[src/rtl/led_animator.sv]
// rtl/led_animator.sv - LED pattern sequencer (BOUNCE/ROT_L/FILL/ROT_R) with step prescaler.
// Optional cycle_done pulse output is enabled by defining LED_ANIM_CYCLE_EN.
module led_animator #(
    parameter int WIDTH = 18,
    parameter int DIV_W = 26
) (
    input  logic             clk,
    input  logic             rst,
    input  logic             en,
    input  logic [1:0]       mode,
    input  logic [DIV_W-1:0] div,
    output logic [WIDTH-1:0] leds,
    output logic             step,
    output logic             dir
`ifdef LED_ANIM_CYCLE_EN
    ,
    output logic             cycle_done
`endif
);

    typedef enum logic [1:0] {
        M_BOUNCE = 2'd0,
        M_ROT_L  = 2'd1,
        M_FILL   = 2'd2,
        M_ROT_R  = 2'd3
    } mode_e;

    localparam logic [WIDTH-1:0] ONE = WIDTH'(1);
    localparam logic [WIDTH-1:0] MSB = ONE << (WIDTH - 1);

    mode_e            mode_d, mode_q;
    logic [DIV_W-1:0] cnt_d, cnt_q;
    logic [WIDTH-1:0] leds_d, leds_q;
    logic             step_d, step_q;
    logic             dir_d, dir_q;
    logic             bdir;
    logic             mode_chg;
    logic             adv;

    assign mode_d   = mode_e'(mode);
    assign mode_chg = (mode_d != mode_q);
    assign adv      = !mode_chg && en && (cnt_q >= div);

    always_comb begin
        cnt_d  = cnt_q;
        leds_d = leds_q;
        dir_d  = dir_q;
        step_d = 1'b0;
        bdir   = dir_q;
        if (mode_chg) begin
            // Reinit wins over en and any pending advance
            cnt_d  = '0;
            dir_d  = 1'b0;
            leds_d = (mode_d == M_FILL) ? '0 : ONE;
        end else if (en) begin
            if (adv) begin
                cnt_d  = '0;
                step_d = 1'b1;
                case (mode_q)
                    M_BOUNCE: begin
                        if (leds_q == '0) begin
                            leds_d = ONE;
                        end else begin
                            bdir   = leds_q[0] ? 1'b0 : (leds_q[WIDTH-1] ? 1'b1 : dir_q);
                            dir_d  = bdir;
                            leds_d = bdir ? (leds_q >> 1) : (leds_q << 1);
                        end
                    end
                    M_ROT_L: begin
                        leds_d = (leds_q == '0) ? ONE : {leds_q[WIDTH-2:0], leds_q[WIDTH-1]};
                    end
                    M_ROT_R: begin
                        leds_d = (leds_q == '0) ? ONE : {leds_q[0], leds_q[WIDTH-1:1]};
                    end
                    M_FILL: begin
                        if (!dir_q) begin
                            leds_d = {leds_q[WIDTH-2:0], 1'b1};
                            if (leds_d == '1) dir_d = 1'b1;
                        end else begin
                            leds_d = leds_q << 1;
                            if (leds_d == '0) dir_d = 1'b0;
                        end
                    end
                    default: leds_d = ONE;
                endcase
            end else begin
                cnt_d = cnt_q + DIV_W'(1);
            end
        end
    end

    always_ff @(posedge clk or posedge rst) begin
        if (rst) begin
            mode_q <= M_BOUNCE;
            cnt_q  <= '0;
            leds_q <= ONE;
            step_q <= 1'b0;
            dir_q  <= 1'b0;
        end else begin
            mode_q <= mode_d;
            cnt_q  <= cnt_d;
            leds_q <= leds_d;
            step_q <= step_d;
            dir_q  <= dir_d;
        end
    end

    assign leds = leds_q;
    assign step = step_q;
    assign dir  = dir_q;

`ifdef LED_ANIM_CYCLE_EN
    logic cyc_d, cyc_q;

    // Flags the advance that lands back on each mode's starting pattern
    always_comb begin
        cyc_d = 1'b0;
        if (adv) begin
            case (mode_q)
                M_BOUNCE: cyc_d = dir_q && (leds_q == (ONE << 1));
                M_ROT_L:  cyc_d = (leds_q == MSB);
                M_FILL:   cyc_d = dir_q && ((leds_q << 1) == '0);
                M_ROT_R:  cyc_d = (leds_q == (ONE << 1));
                default:  cyc_d = 1'b0;
            endcase
        end
    end

    always_ff @(posedge clk or posedge rst) begin
        if (rst) cyc_q <= 1'b0;
        else     cyc_q <= cyc_d;
    end

    assign cycle_done = cyc_q;
`endif

endmodule

[config.mk]
export PLATFORM = sky130hd
export DESIGN_NAME = led_animator
export DESIGN_NICKNAME = d
export VERILOG_FILES = /design/src/rtl/led_animator.sv
export SDC_FILE = /design/constraint.sdc
export NUM_CORES = 1
export LEC_CHECK = 0
export CORE_ASPECT_RATIO = 1.25
export CORE_MARGIN = 3
export CORE_UTILIZATION = 32
export DETAILED_ROUTE_END_ITERATION = 10
export PLACE_DENSITY = 0.57
export SETUP_SLACK_MARGIN = 0.1
export SLEW_MARGIN = 20
export SYNTH_ARGS = -nofsm -noshare
export SYNTH_HDL_FRONTEND = slang
export SYNTH_SLANG_ARGS = --single-unit
[constraint.sdc]
create_clock -name clk -period 6 [get_ports clk]
set_clock_uncertainty 0.15 [all_clocks]
set_input_delay 1.2 -clock clk [delete_from_list [all_inputs] [get_ports clk]]
set_output_delay 1.2 -clock clk [all_outputs]
set_load 0.03 [all_outputs]
Word-level counts from Yosys, hierarchy flattened:

Index checks and enable logic that the tools add are counted.

* register bits after elaboration: 48
* latch bits: 0
* bits in writable memories: 0
* memory bits (read-only): 0
* input bits: 31
* output and inout bits: 20
* logic and storage cells: 51
* memories: 0

* add/subtract/negate cells: 1
* multipliers: 0
* divide/modulo/power cells: 0
* magnitude comparators: 1
* equal/unequal tests: 7
* shifts and indexed selects: 0
* multiplexer cells: 26
* bitwise logic cells: 0
* reduce and logical (&&, ||, !) cells: 11

Operators by type and width (number)
* $mux W18: 7
* $mux W26: 3
* $pmux W18 S4: 1
* $logic_not A18 Y1: 2
* $add A26 B1 Y26 const B: 1
* $ge A26 B26 Y1: 1
* $eq A17 B17 Y1 const B: 1
* $mux W1: 14
* $eq A2 B2 Y1 const B: 3
* $reduce_and A4 Y1: 1
* $reduce_bool A2 Y1: 2
* $ne A3 B3 Y1 const B: 1
* $reduce_bool A3 Y1: 1
* $eq A2 B1 Y1 const B: 1
* $logic_and A1 B1 Y1: 2
* $logic_not A2 Y1: 1
* $ne A2 B2 Y1: 1
* $pmux W1 S2: 1
* $reduce_and A2 Y1: 1
* $logic_not A1 Y1: 1

Logic depth before layout (Yosys ltp):

* depth in word-level cells: 8
* gate-level depth with buffers: 11
* mapped depth without buffers: 9

Least setup slack after synthesis:

Ideal clock, no wire load.

* path kind: input-to-reg
* start: in div[24]
* end: reg cnt_q[11]
* arrival: 2942 ps
* slack: 2789 ps
* stages on the path: 11
* buffers on the path: 2
* cell sequence: inv_1 > ha_1 > nand4_2 > nor4_4 > a22oi_2 > and3_4 > a21oi_4 > or2_1 > buf_4 > buf_6 > nor2_1

* longest elaborated chain between the ends: 5

RTL lines
* start, declared: RTL line 11 `input logic [DIV_W-1:0] div,`
* $ge A26 B26 Y1: RTL line 42 `assign adv = !mode_chg && en && (cnt_q >= div);`
* $logic_and A1 B1 Y1: RTL line 42
* $mux W26: RTL line 56 `if (adv) begin`
* $mux W26: RTL line 55 `end else if (en) begin`
* $mux W26: RTL line 50 `if (mode_chg) begin`
* end signal, assigned: RTL line 101 `cnt_q <= cnt_d;`
* end, declared: RTL line 32 `logic [DIV_W-1:0] cnt_d, cnt_q;`

Every way passes these cells. The select of a mux whose other input is x is not followed.
A chain may end at the register's enable or synchronous reset.

Worst setup path after layout:

* start: in div[21]
* end: reg cnt_q[4]

Same word-level chain as after synthesis.

==> impl_metrics.json <==
{
  "tns_ns": 0,
  "internal-power_uw": 517,
  "clock_path_buffers": 2,
  "die_x_um": 98.1,
  "slowest_stage": "or2_1",
  "drt-total-wl_mm": 7.93,
  "cts-root-buf": "clkbuf_16",
  "grt_pass1_vias": 2874,
  "grt_first_pass_wirelength_mm": 13.7,
  "synth_edf_count": 0,
  "cts_sinks": 48,
  "portBuffers": 50,
  "muxShareOfSynthArea": 0.0413,
  "worst_pin_slew_ns": 1.00,
  "top_usage_layer": "met2",
  "routed_via_density": 5.20,
  "wl_per_cell_um": 14.4,
  "hold_path.class": "flop to flop",
  "ys.flop_type": "dfrtp_1",
  "slew_headroom": 0.333,
  "drtAntennaViolNets": 0,
  "finalPower_uw": 694,
  "drt_first_pass_iters": 4,
  "arrival_ns": 4.23,
  "grt_usage": 0.139,
  "final-setup-viol-count": 0,
  "p_sw_uw": 177,
  "synth_top_family_by_area": "simple AND/OR/NAND/NOR gates",
  "grtUsageMet1": 0.175,
  "finalHoldViolCount": 0,
  "io_pins": 51,
  "synthSimpleGateAreaFrac": 0.203,
  "ir_worst_vdd_mv": 0.0898,
  "combinationalPowerShare": 0.113,
  "syn-cell-area_um2": 3390,
  "rsz0062_at_grt": "no",
  "place_ws_ns": 1.42,
  "fp.dieArea_um2": 11900,
  "area_growth_pct": 21.7,
  "hpwl_mm": 5.74,
  "leakage_uw": 0.00173,
  "final_nets": 479,
  "drv_cap": 0,
  "clkPwrFrac": 0.409,
  "seq_area_frac_synth": 0.354,
  "setup_ws_ns": 1.77,
  "synth-xor-area-share": 0.0568,
  "h-tree-depth": 2,
  "power.density_nw_per_um2": 168,
  "status": "complete, no violations",
  "crit_fanout": 35,
  "period_share": 0.705,
  "yosysWarnings": 0,
  "avgSynthCellArea_um2": 9.05,
  "path_cells": "clkdlybuf4s50_1, inv_1, ha_1, nand4_1, nor4_4, a22oi_2, and3_4, a21oi_4, buf_4, or2_1, nor2_1",
  "netSwitchingFraction": 0.255,
  "dieHeight_um": 121,
  "cts_resized": 0,
  "antenna_found_initial": 0,
  "diodes": 0,
  "insertion_delay_ns": 0.29,
  "synthAdderAreaFrac": 0.0995,
  "grt_max_degree": 49,
  "initial_core_util": 0.333,
  "hold_buffers": 0,
  "worst-setup-path-type": "input port to flop",
  "place_congestion": 0.809,
  "pwr-share-seq": 0.478,
  "grt.met3_usage": 0.0276,
  "netlist_instances": 375,
  "syn-num-nets": 433,
  "drive_gt1_frac": 0.0829,
  "drtIter0Drc": 97,
  "cp-end-kind": "flop",
  "critical_path.max_stage_delay_ns": 0.69,
  "tritoncts.num_buffers": 5,
  "fp.coreArea_um2": 10200,
  "synth-compound-area-share": 0.181,
  "cp-start-kind": "input port",
  "final.min_clock_period_ns": 4.23,
  "required_ns": 6.00,
  "ys_seq_elements": 48,
  "cts_tree": "yes",
  "cts_setup_buffers": 0,
  "yosys.cell_types.count": 51,
  "via_count": 2866,
  "clk_pin_slew_ns": 0.07,
  "grt_use_met2": 0.245,
  "fmax_mhz": 236,
  "grt-ovfl-total": 0,
  "remaining_drc_errors": 0,
  "final_max_slew_viol_count": 0,
  "row_count": 41,
  "postSynth.asyncResetShare": 1.00
}
cell usage after synthesis (12+ instances only):
| cell | n | area [µm²] |
|---|---|---|
| inv_1 | 34 | 128 |
| mux2i_1 | 14 | 140 |
| nor2_1 | 54 | 203 |
| a211oi_2 | 13 | 163 |
| dfrtp_1 | 47 | 1180 |
| nand4_1 | 12 | 75.1 |
| ha_1 | 27 | 338 |
| nand2_1 | 27 | 101 |
| xor2_1 | 13 | 114 |
| a21oi_1 | 21 | 105 |
| o21ai_0 | 15 | 75.1 |
metrics by stage:
stage,util,instances,hold WS (ns),instance area [µm²]
6_report,0.405,551,0.407,4130
5_1_grt,0.405,551,0.466,4130
4_1_cts,0.405,551,0.413,4130
3_5_place_dp,0.390,543,0.401,3980
3_3_place_gp,0.390,543,0.393,3980
2_1_floorplan,-,375,0.364,3390
kinds of logic after synthesis:
family,after synthesis
buffers and inverters,47
and+or+nand+nor,139
adders and majority gates,27
xor gates and xnor gates,22
muxes,14
DFF,48
AOI/OAI and AO/OA,78
power by group through the flow:
stage / logic, µW / registers [µW] / clock network [µW]
2_1_floorplan: 50.0 / 335 / 0
3_3_place_gp: 78.1 / 338 / 0
3_5_place_dp: 79.8 / 338 / 0
4_1_cts: 80.1 / 332 / 289
5_1_grt: 87.9 / 332 / 301
6_report: 78.4 / 331 / 284
worst max-delay path: cells and delay by family:
family          cells  cell delay, ns
fa+ha+maj           1            0.30
buf+inv             3            0.87
simple gates        5            1.63
compound gates      2            0.23
routing by layer:
layer / part of all wire / up-vias
met5: 0 / -
met4: 0.0090 / 0
met3: 0.043 / 6
met2: 0.50 / 56
met1: 0.45 / 1389
li1: - / 1415
placed cells by master, fill, tap and decap left out, types with 2 or more instances in the layout:
cell and n:
a21o_1 3, nand2_1 27, nor3_1 7, dfrtp_1 47, nand4_2 2, nand2b_1 2, nand3_1 9, a211oi_1 4
nand4b_1 2, o2111ai_1 2, clkinvlp_4 2, clkdlybuf4s50_1 50, mux2i_1 14, a21oi_1 21, or3_1 3, buf_4 2
nand4_1 12, clkbuf_16 5, nor4_1 7, and3_1 4, inv_1 33, o311ai_0 2, xnor2_1 9, a211oi_2 13
o211ai_1 2, xor2_1 13, o22ai_1 3, and2_1 4, ha_1 27, o21ai_0 15, nor2_1 54
area by class of cell:
cell class / instances / area (µm²)
Fill cell: 1000 / 6080
Multi-Input combinational cell: 280 / 1970
Sequential cell: 48 / 1200
Timing Repair Buffer: 52 / 515
Tap cell: 129 / 161
Inverter: 34 / 129
Clock buffer: 5 / 125
Clock inverter: 3 / 23.8
sequential cells by signal, indices dropped and copies added, names as in the netlist:
name	cells
cnt_q	26
dir	1
leds	18
mode_q	2
step	1
final timing paths:
check                      depth (start not counted)        end  startpoint  slack (ns)
setup / recovery                                  11   cnt_q[4]     div[21]        1.77
hold / removal                                     2  cnt_q[25]   cnt_q[25]        0.41
setup reg to reg                                   9   cnt_q[4]   cnt_q[21]        2.72
hold reg to reg                                    2  cnt_q[25]   cnt_q[25]        0.41
max in group asynchronous                          2   leds[17]         rst        3.97
min in group asynchronous                          2   leds[14]         rst        1.22
Note: power is estimated with default switching activity, not from simulation.
